File: src/rtl/snake_pkg.sv
// snake_pkg: shared types and constants for the LED snake game.
// Provides LED width, FSM state enum, LFSR mask/seed and a one-hot helper.
package snake_pkg;

  localparam int          LED_W         = 8;
  localparam logic [15:0] LFSR_MASK     = 16'hB400;
  localparam logic [15:0] LFSR_SEED_DEF = 16'hACE1;

  typedef enum logic [1:0] {
    IDLE,
    PICK,
    SHOW,
    CLEAR
  } state_e;

  function automatic logic [LED_W-1:0] onehot(input logic [2:0] idx);
    logic [LED_W-1:0] one;
    one    = '0;
    one[0] = 1'b1;
    return one << idx;
  endfunction

endpackage

File: src/rtl/lfsr16.sv
// lfsr16: free-running 16-bit Galois LFSR, reloads SEED on rst.
// Ports: clk, rst (sync, active-high), q[15:0] current state.
module lfsr16
  import snake_pkg::*;
#(
  parameter logic [15:0] SEED = LFSR_SEED_DEF,
  parameter logic [15:0] MASK = LFSR_MASK
) (
  input  logic        clk,
  input  logic        rst,
  output logic [15:0] q
);

  // An all-zero state would lock the LFSR up.
  localparam logic [15:0] SEED_NZ =
    (SEED == 16'h0000) ? 16'h0001 : SEED;

  logic [15:0] q_q;
  logic [15:0] q_d;

  always_comb begin
    q_d = {1'b0, q_q[15:1]};
    if (q_q[0]) begin
      q_d = q_d ^ MASK;
    end
  end

  always_ff @(posedge clk) begin
    if (rst) begin
      q_q <= SEED_NZ;
    end else begin
      q_q <= q_d;
    end
  end

  assign q = q_q;

endmodule

File: src/rtl/rabbit_spawner.sv
// rabbit_spawner: places a one-hot rabbit off the snake, blanks it on eat.
// Ports: clk, rst, enable, snake_led, eaten -> rabbit_led, rabbit_valid, spawn.
module rabbit_spawner
  import snake_pkg::*;
#(
  parameter int unsigned RESPAWN_CYCLES = 1500000,
  parameter logic [15:0] LFSR_SEED      = LFSR_SEED_DEF
) (
  input  logic             clk,
  input  logic             rst,
  input  logic             enable,
  input  logic [LED_W-1:0] snake_led,
  input  logic             eaten,
  output logic [LED_W-1:0] rabbit_led,
  output logic             rabbit_valid,
  output logic             spawn
);

  localparam int CW = $clog2(RESPAWN_CYCLES + 1);
  // Counter runs 0..RESPAWN_CYCLES and parks there; with the PICK
  // cycle this puts the earliest new rabbit RESPAWN_CYCLES+2 edges
  // after the eat.
  localparam logic [CW-1:0] CNT_TC = CW'(RESPAWN_CYCLES);

  logic [15:0] lfsr;
  logic [2:0]  idx;
  logic        lfsr_unused;

  lfsr16 #(
    .SEED (LFSR_SEED),
    .MASK (LFSR_MASK)
  ) u_lfsr (
    .clk (clk),
    .rst (rst),
    .q   (lfsr)
  );

  assign idx         = lfsr[2:0];
  assign lfsr_unused = ^lfsr[15:3];

  state_e           state_q, state_d;
  logic [LED_W-1:0] led_q, led_d;
  logic             valid_q, valid_d;
  logic             spawn_q, spawn_d;
  logic             eaten_d_q;
  logic [CW-1:0]    cnt_q, cnt_d;
  logic             eaten_rise;

  assign eaten_rise = eaten & ~eaten_d_q;

  always_comb begin
    state_d = state_q;
    led_d   = led_q;
    cnt_d   = cnt_q;
    spawn_d = 1'b0;
    if (!enable) begin
      state_d = IDLE;
      led_d   = '0;
    end else begin
      unique case (state_q)
        IDLE: begin
          state_d = PICK;
          led_d   = '0;
        end
        PICK: begin
          if (!snake_led[idx]) begin
            state_d = SHOW;
            led_d   = onehot(idx);
            spawn_d = 1'b1;
          end
        end
        SHOW: begin
          if (eaten_rise) begin
            state_d = CLEAR;
            led_d   = '0;
            cnt_d   = '0;
          end
        end
        CLEAR: begin
          if (cnt_q != CNT_TC) begin
            cnt_d = cnt_q + CW'(1);
          end else if (!eaten) begin
            state_d = PICK;
          end
        end
        default: begin
          state_d = IDLE;
          led_d   = '0;
        end
      endcase
    end
    valid_d = (state_d == SHOW);
  end

  always_ff @(posedge clk) begin
    if (rst) begin
      state_q   <= IDLE;
      led_q     <= '0;
      valid_q   <= 1'b0;
      spawn_q   <= 1'b0;
      eaten_d_q <= 1'b0;
      cnt_q     <= '0;
    end else begin
      state_q   <= state_d;
      led_q     <= led_d;
      valid_q   <= valid_d;
      spawn_q   <= spawn_d;
      eaten_d_q <= eaten;
      cnt_q     <= cnt_d;
    end
  end

  assign rabbit_led   = led_q;
  assign rabbit_valid = valid_q;
  assign spawn        = spawn_q;

endmodule

File: config.mk
export PLATFORM = sky130hd
export DESIGN_NAME = rabbit_spawner
export DESIGN_NICKNAME = d
export VERILOG_FILES = /design/src/rtl/snake_pkg.sv /design/src/rtl/lfsr16.sv /design/src/rtl/rabbit_spawner.sv
export SDC_FILE = /design/constraint.sdc
export NUM_CORES = 1
export LEC_CHECK = 0
export ABC_CLOCK_PERIOD_IN_PS = 4800
export CORE_MARGIN = 2
export CORE_UTILIZATION = 60
export CTS_CLUSTER_SIZE = 8
export DETAILED_ROUTE_END_ITERATION = 10
export GPL_TIMING_DRIVEN = 0
export PLACE_DENSITY = 0.83
export SLEW_MARGIN = 20
export SYNTH_ARGS = -nofsm -noshare
export SYNTH_HDL_FRONTEND = slang
export SYNTH_SLANG_ARGS = --single-unit
File: constraint.sdc
create_clock -name clk -period 4.8 [get_ports clk]
set_clock_uncertainty 0.2 [all_clocks]
set_input_delay 0.96 -clock clk [delete_from_list [all_inputs] [get_ports clk]]
set_output_delay 0.96 -clock clk [all_outputs]
set_load 0.05 [all_outputs]
Word level (Yosys, flattened, before mapping):

Index checks and enable logic that the tools add are counted.

* output and inout bits: 10
* register bits: 50
* input port bits: 12
* word-level logic and storage cells: 46

* add/sub/neg operators: 1
* bitwise operators: 5
* shifts and indexed selects: 1
* reductions and logical operators: 7
* $lt $le $gt $ge: 1
* multiplexer cells: 16
* equality and inequality tests: 8

Operator list (number)
* $mux W21: 2
* $pmux W21 S2: 1
* $pmux W8 S3: 1
* $add A21 B1 Y21 const B: 1
* $ne A21 B21 Y1 const B: 1
* $mux W16: 1
* $mux W8: 2
* $mux W2: 5
* $pmux W2 S4: 1
* $shl A1 B3 Y8 const A: 1
* $eq A2 B2 Y1 const B: 3
* $ne A2 B2 Y1 const B: 3
* $lt A3 B4 Y1 const B: 1
* $not A3 Y4: 1
* $reduce_and A4 Y1: 1
* $bmux W1 S3: 1
* $not A1 Y1: 3
* $reduce_and A3 Y1: 1
* $reduce_bool A3 Y1: 1
* $reduce_or A3 Y1: 1
* $eq A2 B1 Y1 const B: 1
* $logic_not A2 Y1: 1
* $mux W1: 2
* $reduce_bool A2 Y1: 1
* 2 further kinds: 2

Longest topological paths before layout:

Gate-level depths: netlist (run 1).

* depth in word-level cells: 6
* mapped depth: 7

By module:

From an unflattened synthesis (run 1), not the netlist that was laid out.

* cell total of the unflattened synthesis: 254
* area total of the unflattened synthesis: 2296.0 µm²

Modules (own cells, without submodules)
* rabbit_spawner: seq. area each 680.7 µm², instances 1, cells each 205, area an instance 1735.4 µm²
* lfsr16: seq. area each 320.3 µm², instances 1, cells each 49, area an instance 560.5 µm²

Worst setup path after synthesis (run 1):

Ideal clock, no wire load.

* kind: input to register
* start point: input port eaten
* end point: register cnt_q[19]
* data required time: 4.530 ns
* arrival time: 2.246 ns
* slack: 2.284 ns
* stages: 6
* cell sequence: nor2b_1 clkbuf_1 o2111ai_1 buf_2 or4_1 a21oi_1

* word-level cells in the longest chain between the ends: 3

RTL lines
* from (decl): RTL line rabbit_spawner.sv:13 `input logic eaten,`
* $and A1 B1 Y1: RTL line rabbit_spawner.sv:49 `assign eaten_rise = eaten & ~eaten_d_q;`
* $ne A2 B2 Y1 (no source line)
* $reduce_and A4 Y1 (no source line)
* to (signal assigned): RTL line rabbit_spawner.sv:109 `cnt_q <= cnt_d;`
* to (decl): RTL line rabbit_spawner.sv:46 `logic [CW-1:0] cnt_q, cnt_d;`

Every way passes these cells.
A chain may end at the register's enable or synchronous reset.

Worst setup path in the final report (run 1):

Ends and elaborated chain as after synthesis.

==> out/qor.json, run 1 <==
{
  "critical_path": {
    "worstRegToRegCells": 5,
    "timing.critical_path.to_type": "flop",
    "cp_slowest_cell": "sky130_fd_sc_hd__clkdlybuf4s50_1",
    "start_kind": "input port",
    "cp.arrival_ns": 3.01,
    "cp_num_cells": 7,
    "critical_path.max_stage_delay_ns": 0.47,
    "cpLargestDelayFamily": "buffers and inverters",
    "critPathMaxFanout": 10,
    "r2r-start": "u_lfsr.q[0]",
    "timing_worst_setup_path_type": "input port to flop",
    "path_cells": "clkdlybuf4s50_1, nor2b_1, clkbuf_1, o2111ai_1, buf_2, or4_1, a21oi_1",
    "critPathBufInv": 3,
    "worstPathRequired_ns": 4.84,
    "worstReg2RegEnd": "rabbit_led[4]",
    "reg2reg_setup_slack_ns": 2.47
  },
  "floorplan": {
    "initial_core_util_pct": 61.42,
    "die_w_um": 64.76,
    "pin_count": 22,
    "rows": 22,
    "die-height_um": 64.76,
    "core_um2": 3606,
    "dieArea_um2": 4193
  },
  "yosys": {
    "netlist-cell-type-count": 41,
    "yosys_warnings": 0,
    "yosysSeqAreaShare_pct": 45.20,
    "synth.cell_area_um2": 2215,
    "synth_largest_type_area_fraction_pct": 45.20,
    "asyncSetResetFlopFracSynth_pct": 0,
    "cell_count_after_synthesis": 241,
    "synthMostInstantiatedCell": "sky130_fd_sc_hd__dfxtp_1",
    "mappedNetlistNets": 255,
    "syn-mean-instance-area_um2": 9.189,
    "synth_enable_flop_cells": 0,
    "area_contributors_post_synth": "sky130_fd_sc_hd__dfxtp_1, sky130_fd_sc_hd__mux2i_1, sky130_fd_sc_hd__or4_1",
    "post-synth-top-area-cell": "sky130_fd_sc_hd__dfxtp_1",
    "most_used_standard_cells_in_the_synthesized_netlist": "sky130_fd_sc_hd__dfxtp_1, sky130_fd_sc_hd__nand2_1, sky130_fd_sc_hd__a21oi_1, sky130_fd_sc_hd__nand3_1, sky130_fd_sc_hd__or4_1",
    "synth.ff_latch_count": 50,
    "top_reg_cell_synth": "sky130_fd_sc_hd__dfxtp_1"
  },
  "clock_network": {
    "worst_skew_pair.late_latency_ns": 0.31,
    "cts_repair_resize_count": 0,
    "postCtsSetupRepairBufs": 0,
    "tritoncts.num_buffers": 5,
    "cts.root.buffer_cell": "sky130_fd_sc_hd__clkbuf_8",
    "cts_tree": "built",
    "cts_hold_repair.buffers": 0,
    "clkSinkCount": 50,
    "clk_pin_slew_worst_paths_ns": 0.10,
    "clk_path_buf_depth": 2,
    "max_h_tree_level": 2
  },
  "sta": {
    "rsz0062_at_grt": "false",
    "finalWorstPathRequiredPeriod_ns": 2.975,
    "final-hold-violation-count": 0,
    "maxSlewHeadroom_pct": 50.46,
    "drv_slew": 0,
    "post-route-period-util_pct": 61.99,
    "final.hold.worst_slack_ns": 0.2115,
    "worst_slew_pin_slew_ns": 0.7370,
    "tns_ns": 0,
    "finalSetupViolCount": 0,
    "fmax_mhz": 336.1,
    "setup_slack_ns": 1.825
  },
  "power": {
    "power.total_uw": 734.8,
    "leakage_power_of_the_design_nw": 0.8509,
    "power-per-cell-area_nw_per_um2": 285.4,
    "power.ir.vdd_worst_mv": 0.2640
  },
  "cells_and_area": {
    "final_core_utilization_pct": 71.41,
    "finalNetCount": 283,
    "areaGrowthSynthToFinish_pct": 16.27,
    "post_route_cells_drive_above_1_share_pct": 9.630,
    "layout.cells.non_filler": 318,
    "n_antenna_cell": 0,
    "finalInstanceArea_um2": 2575,
    "fillCellCount": 294,
    "flip_flop_and_latch_area_um2": 1001,
    "multi_input_comb_area_um2": 1132
  },
  "routing": {
    "via_count": 1896,
    "route.detailed.vias_per_inst": 5.962,
    "routed_wire_length_per_instance_um": 14.20,
    "antenna_left": 0,
    "number_of_iterations_in_the_first_detailed_routing_pass": 5,
    "drc": 0,
    "totalWireLength_um": 4517,
    "drt_initial_violations": 177
  },
  "place": {
    "gp_congestion": 0.8402,
    "post_dp_cell_area_um2": 2485,
    "placement.setup.worst_slack_ns": 1.550,
    "numPortBuffers": 21,
    "dp_cells": 310,
    "dp.final_hpwl_um": 3251
  },
  "global_route": {
    "grt_pass1_wl_um": 7803,
    "first_global_vias": 1740,
    "grt_start_max_net_pins": 17,
    "antenna_violations_before_repair": 0,
    "grt.overflow.total": 0,
    "grt_util_all_layers_pct": 23.55
  },
  "job": {
    "max_cap_viol_count": 0
  },
  "worst_hold_path": {
    "hold_path_startpoint": "u_lfsr.q[7]",
    "min_path_type": "flop to flop",
    "hold_depth": 1,
    "holdPathEnd": "u_lfsr.q[6]"
  },
  "outcome": {
    "outcome": "completed"
  }
}
==> cell usage in the layout (no fill, tap or decap), drive strengths merged, types with 3 or more instances in the layout <==
| master | netlist | layout |
|---|---|---|
| a21oi | 14 | 14 |
| or4 | 12 | 12 |
| o2111ai | 3 | 3 |
| nand4 | 4 | 4 |
| mux2i | 10 | 10 |
| nor2 | 6 | 6 |
| or2 | 8 | 8 |
| buf | 3 | 3 |
| dfxtp | 50 | 50 |
| nor4bb | 3 | 3 |
| nand2 | 18 | 18 |
| and4 | 4 | 4 |
| nand3 | 14 | 14 |
| clkdlybuf4s50 | 0 | 21 |
| o32ai | 7 | 7 |
| clkbuf | 8 | 13 |
| inv | 9 | 9 |
| or3 | 4 | 4 |
| o31ai | 10 | 10 |
| nand2b | 11 | 11 |
| nor2b | 10 | 10 |
| a211oi | 3 | 3 |
| o21ai | 7 | 7 |
| xnor2 | 3 | 3 |
==> kinds of logic (layout without fill, tap and decap cells) <==
family	after synthesis	after routing	share of synthesized area, %
buffers and inverters	20	49	3.672
flip-flops	50	50	45.20
adder cells (fa/ha/maj)	2	2	1.130
AND/OR/NAND/NOR	104	104	28.42
XOR/XNOR	3	3	1.187
multiplexers	10	10	4.520
AO/OA/AOI/OAI	52	52	15.88
==> worst max-delay path by stage <==
stage | endpoint | start | slack, ns
after detailed placement | cnt_q[19] | eaten | 1.55
after CTS | cnt_q[19] | eaten | 1.85
final | cnt_q[19] | eaten | 1.82
after global placement | cnt_q[19] | eaten | 1.59
after global routing | cnt_q[19] | eaten | 1.69
after floorplan | cnt_q[19] | eaten | 2.28
==> registers in the layout, indices dropped and copies added (netlist names) <==
signal	flops
rabbit_valid	1
eaten_d_q	1
spawn	1
u_lfsr.q	16
rabbit_led	8
state_q	2
cnt_q	21
==> per-layer routing <==
layer	global-route usage (%)	vias to the layer above	part of all wire [%]
li1	-	948	-
met1	30.25	882	46
met2	37.89	56	48
met3	5.729	10	4.4
met4	9.574	0	1.6
met5	0	-	0
==> layout make-up <==
class,count,share of cell area [%]
plain buffers,11,1.846
clock buffers,5,2.672
clock inverters,3,0.8260
inverters,9,1.312
multi-input cells,171,43.97
flip-flops and latches,50,38.87
well taps,48,2.332
repair buffers,21,8.163
==> power breakdown <==
group | internal (mW) | switching, mW
clock network | 0.103 | 0.144
logic | 0.0267 | 0.0324
registers | 0.426 | 0.00361
total | 0.555 | 0.180
No activity file was read; power rests on OpenSTA's default activity.
==> run 2, diff against run 1 <==
- ABC_CLOCK_PERIOD_IN_PS: 4800 -> 2500
- CORE_UTILIZATION: 60 -> 50
- PLACE_DENSITY: 0.83 -> 0.74
- clock period: 4.8 -> 2.5 ns (I/O delays scaled with it)
==> run 2 against run 1 <==
Effect of this change:
- utilization is 11 points lower
- clock power increased by 130%
- via count is 0.16% higher
- non-clock buffer count did not move
- sequential power up 92%
- sequential share of layout area shrank 0.67 points
- hold slack about the same
- setup slack got worse by 1.7 ns
- critical path type unchanged
- largest power group unchanged
==> out/qor.json, run 2 (synthesis results as in run 1) <==
{
  "floorplan": {
    "rows": {"value": 24, "change": "was 22"},
    "initial_core_util": {"value": 51.22, "unit": "%", "change": "was 61.42%"},
    "die-height": {"value": 70.55, "unit": "um", "change": "was 64.76 um"},
    "die_w": {"value": 70.55, "unit": "um", "change": "was 64.76 um"},
    "pin_count": {"value": 22, "change": "unchanged"},
    "dieArea": {"value": 4977, "unit": "um2", "change": "was 4193 um2"},
    "core": {"value": 4324, "unit": "um2", "change": "was 3606 um2"}
  },
  "critical_path": {
    "cpLargestDelayFamily": {"value": "buffers and inverters", "change": "unchanged"},
    "timing.critical_path.to_type": {"value": "flop", "change": "unchanged"},
    "path_cells": {"value": "clkdlybuf4s50_1, nor2b_1, clkbuf_2, o2111ai_2, buf_2, or4_1, a21oi_1", "change": "was clkdlybuf4s50_1, nor2b_1, clkbuf_1, o2111ai_1, buf_2, or4_1, a21oi_1"},
    "worstPathRequired": {"value": 2.55, "unit": "ns", "change": "was 4.84 ns"},
    "reg2reg_setup_slack": {"value": 0.36, "unit": "ns", "change": "was 2.47 ns"},
    "critPathMaxFanout": {"value": 10, "change": "unchanged"},
    "start_kind": {"value": "input port", "change": "unchanged"},
    "r2r-start": {"value": "u_lfsr.q[0]", "change": "unchanged"},
    "critPathBufInv": {"value": 3, "change": "unchanged"},
    "worstReg2RegEnd": {"value": "state_q[0]", "change": "was rabbit_led[4]"},
    "timing_worst_setup_path_type": {"value": "input port to flop", "change": "unchanged"},
    "cp.arrival": {"value": 2.40, "unit": "ns", "change": "was 3.01 ns"},
    "cp_slowest_cell": {"value": "sky130_fd_sc_hd__clkdlybuf4s50_1", "change": "unchanged"},
    "critical_path.max_stage_delay": {"value": 0.50, "unit": "ns", "change": "was 0.47 ns"},
    "worstRegToRegCells": {"value": 5, "change": "unchanged"}
  },
  "cells_and_area": {
    "largest_register_ff_count": {"value": 21, "change": "unchanged"},
    "layout.cells.non_filler": {"value": 321, "change": "was 318"},
    "n_antenna_cell": {"value": 0, "change": "unchanged"},
    "areaGrowthSynthToFinish": {"value": 18.30, "unit": "%", "change": "was 16.27%"},
    "commonest_non_fill_non_tap_cell_in_the_layout": {"value": "sky130_fd_sc_hd__dfxtp_1", "change": "unchanged"},
    "multi_input_comb_area": {"value": 1154, "unit": "um2", "change": "was 1132 um2"},
    "finalNetCount": {"value": 283, "change": "unchanged"},
    "fillCellCount": {"value": 388, "change": "was 294"},
    "registers.top_by_ff_count": {"value": "cnt_q", "change": "unchanged"},
    "post_route_cells_drive_above_1_share": {"value": 10.41, "unit": "%", "change": "was 9.630%"},
    "flip_flop_and_latch_area": {"value": 1001, "unit": "um2", "change": "unchanged"},
    "layout.cells.most_common_list": {"value": "sky130_fd_sc_hd__dfxtp_1, sky130_fd_sc_hd__clkdlybuf4s50_1, sky130_fd_sc_hd__nand2_1", "change": "unchanged"},
    "final_core_utilization": {"value": 60.59, "unit": "%", "change": "was 71.41%"}
  },
  "sta": {
    "final-hold-violation-count": {"value": 0, "change": "unchanged"},
    "drv_slew": {"value": 0, "change": "unchanged"},
    "tns": {"value": 0, "unit": "ns", "change": "unchanged"},
    "rsz0062_at_grt": {"value": "false", "change": "unchanged"},
    "finalSetupViolCount": {"value": 0, "change": "unchanged"},
    "finalWorstPathRequiredPeriod_ns": 2.350,
    "post-route-period-util_pct": 94.01,
    "worst_slew_pin_slew": {"value": 0.6372, "unit": "ns", "change": "was 0.7370 ns"},
    "maxSlewHeadroom": {"value": 57.32, "unit": "%", "change": "was 50.46%"},
    "fmax_mhz": 425.5
  },
  "routing": {
    "totalWireLength": {"value": 4619, "unit": "um", "change": "was 4517 um"},
    "routed_wire_length_per_instance": {"value": 14.39, "unit": "um", "change": "was 14.20 um"},
    "drc": {"value": 0, "change": "unchanged"},
    "antenna_left": {"value": 0, "change": "unchanged"},
    "number_of_iterations_in_the_first_detailed_routing_pass": {"value": 4, "change": "was 5"},
    "route.detailed.vias_per_inst": {"value": 5.916, "change": "was 5.962"},
    "via_count": {"value": 1899, "change": "was 1896"},
    "drt_initial_violations": {"value": 151, "change": "was 177"}
  },
  "global_route": {
    "grt_util_all_layers": {"value": 19.66, "unit": "%", "change": "was 23.55%"},
    "grt_pass1_wl": {"value": 7810, "unit": "um", "change": "was 7803 um"},
    "first_global_vias": {"value": 1719, "change": "was 1740"},
    "grt_start_max_net_pins": {"value": 16, "change": "was 17"},
    "grt.overflow.total": {"value": 0, "change": "unchanged"},
    "antenna_violations_before_repair": {"value": 0, "change": "unchanged"}
  },
  "clock_network": {
    "worst_skew_pair.late_latency": {"value": 0.31, "unit": "ns", "change": "about the same"},
    "cts.root.buffer_cell": {"value": "sky130_fd_sc_hd__clkbuf_8", "change": "unchanged"},
    "cts_tree": {"value": "built", "change": "unchanged"},
    "postCtsSetupRepairBufs": {"value": 0, "change": "unchanged"},
    "tritoncts.num_buffers": {"value": 5, "change": "unchanged"},
    "clk_pin_slew_worst_paths": {"value": 0.09, "unit": "ns", "change": "was 0.10 ns"},
    "max_h_tree_level": {"value": 2, "change": "unchanged"},
    "clk_path_buf_depth": {"value": 2, "change": "unchanged"},
    "clkSinkCount": {"value": 50, "change": "unchanged"}
  },
  "job": {
    "max_cap_viol_count": {"value": 0, "change": "unchanged"}
  },
  "power": {
    "power.ir.vdd_worst": {"value": 0.3725, "unit": "mV", "change": "was 0.2640 mV"},
    "power-per-cell-area": {"value": 574.2, "unit": "nW/um2", "change": "was 285.4 nW/um2"},
    "leakage_power_of_the_design": {"value": 0.8674, "unit": "nW", "change": "was 0.8509 nW"}
  },
  "worst_hold_path": {
    "hold_depth": {"value": 1, "change": "unchanged"},
    "hold_path_startpoint": {"value": "u_lfsr.q[7]", "change": "unchanged"},
    "min_path_type": {"value": "flop to flop", "change": "unchanged"},
    "holdPathEnd": {"value": "u_lfsr.q[6]", "change": "unchanged"}
  },
  "outcome": {
    "outcome": {"value": "completed", "change": "unchanged"}
  },
  "place": {
    "numPortBuffers": {"value": 21, "change": "unchanged"},
    "gp_congestion": {"value": 0.8761, "change": "was 0.8402"},
    "dp.final_hpwl": {"value": 3221, "unit": "um", "change": "was 3251 um"},
    "dp_cells": {"value": 314, "change": "was 310"}
  }
}
==> run 2: final cells by class <==
| class | count | area share [%] |
|---|---|---|
| Sequential cell | 50 | 38.20 |
| Clock inverter | 2 | 1.480 |
| Timing Repair Buffer | 21 | 8.023 |
| Tap cell | 52 | 2.483 |
| Clock buffer | 5 | 2.627 |
| Buffer | 11 | 1.862 |
| Multi-Input combinational cell | 171 | 44.03 |
| Inverter | 9 | 1.289 |
==> run 2: worst max-delay path by stage <==
stage,from,to,slack (ns),cells after the start
after floorplan,eaten,cnt_q[19],0.44,6
after global placement,eaten,cnt_q[19],-0.34,7
after detailed placement,eaten,cnt_q[19],-0.33,7
after CTS,eaten,cnt_q[19],0.1,7
after global routing,eaten,cnt_q[19],0.01,7
final,eaten,cnt_q[19],0.15,7
==> run 2: metrics by stage <==
stage | hold WS (ns) | cell area [um2] | setup WS (ns) | power (mW)
5_1_grt | 0.2261 | 2620 | 0.01068 | 1.553
3_5_place_dp | 0.1934 | 2490 | -0.3282 | 0.9539
6_report | 0.2110 | 2620 | 0.1498 | 1.504
2_1_floorplan | 0.1895 | 2215 | 0.4436 | 0.9138
4_1_cts | 0.2150 | 2599 | 0.09663 | 1.507
3_3_place_gp | 0.1923 | 2490 | -0.3395 | 0.9526
==> run 2: worst reg2reg max path, delay by kind of cell (launching register included) <==
kind	cells	cell delay, ns
mux	1	0.25
compound gates	1	0.26
simple gates	2	0.55
buf+inv	1	0.43
flops	1	0.35
==> run 2: routing by layer <==
layer | part of all wire [%] | wire (um) | GRT usage, %
met1 | 48 | 2196 | 25.59
met2 | 46 | 2120 | 31.24
met3 | 4.3 | 199 | 4.701
met4 | 2.2 | 102 | 8.805
met5 | 0 | 0 | 0
==> run 2: what timing repair did <==
| item | 4_1_cts | 5_1_grt |
|---|---|---|
| hold buffers | 0 | 0 |
| setup endpoints to repair | 1 | 9 |
| gates resized for setup | 1 | 3 |
| pin swaps | 0 | 0 |
==> run 2: report_power, final <==
part	total, mW	leakage [nW]	switching [mW]	internal, mW
registers	0.824	0.408	0.00669	0.817
clock network	0.565	0.0542	0.270	0.294
logic	0.116	0.405	0.0630	0.0527
==> run 3, diff against run 2 <==
- SLEW_MARGIN: 20 -> 15
==> results of run 3 <==
The final DEF is identical to that of run 2; final timing and power are the same.
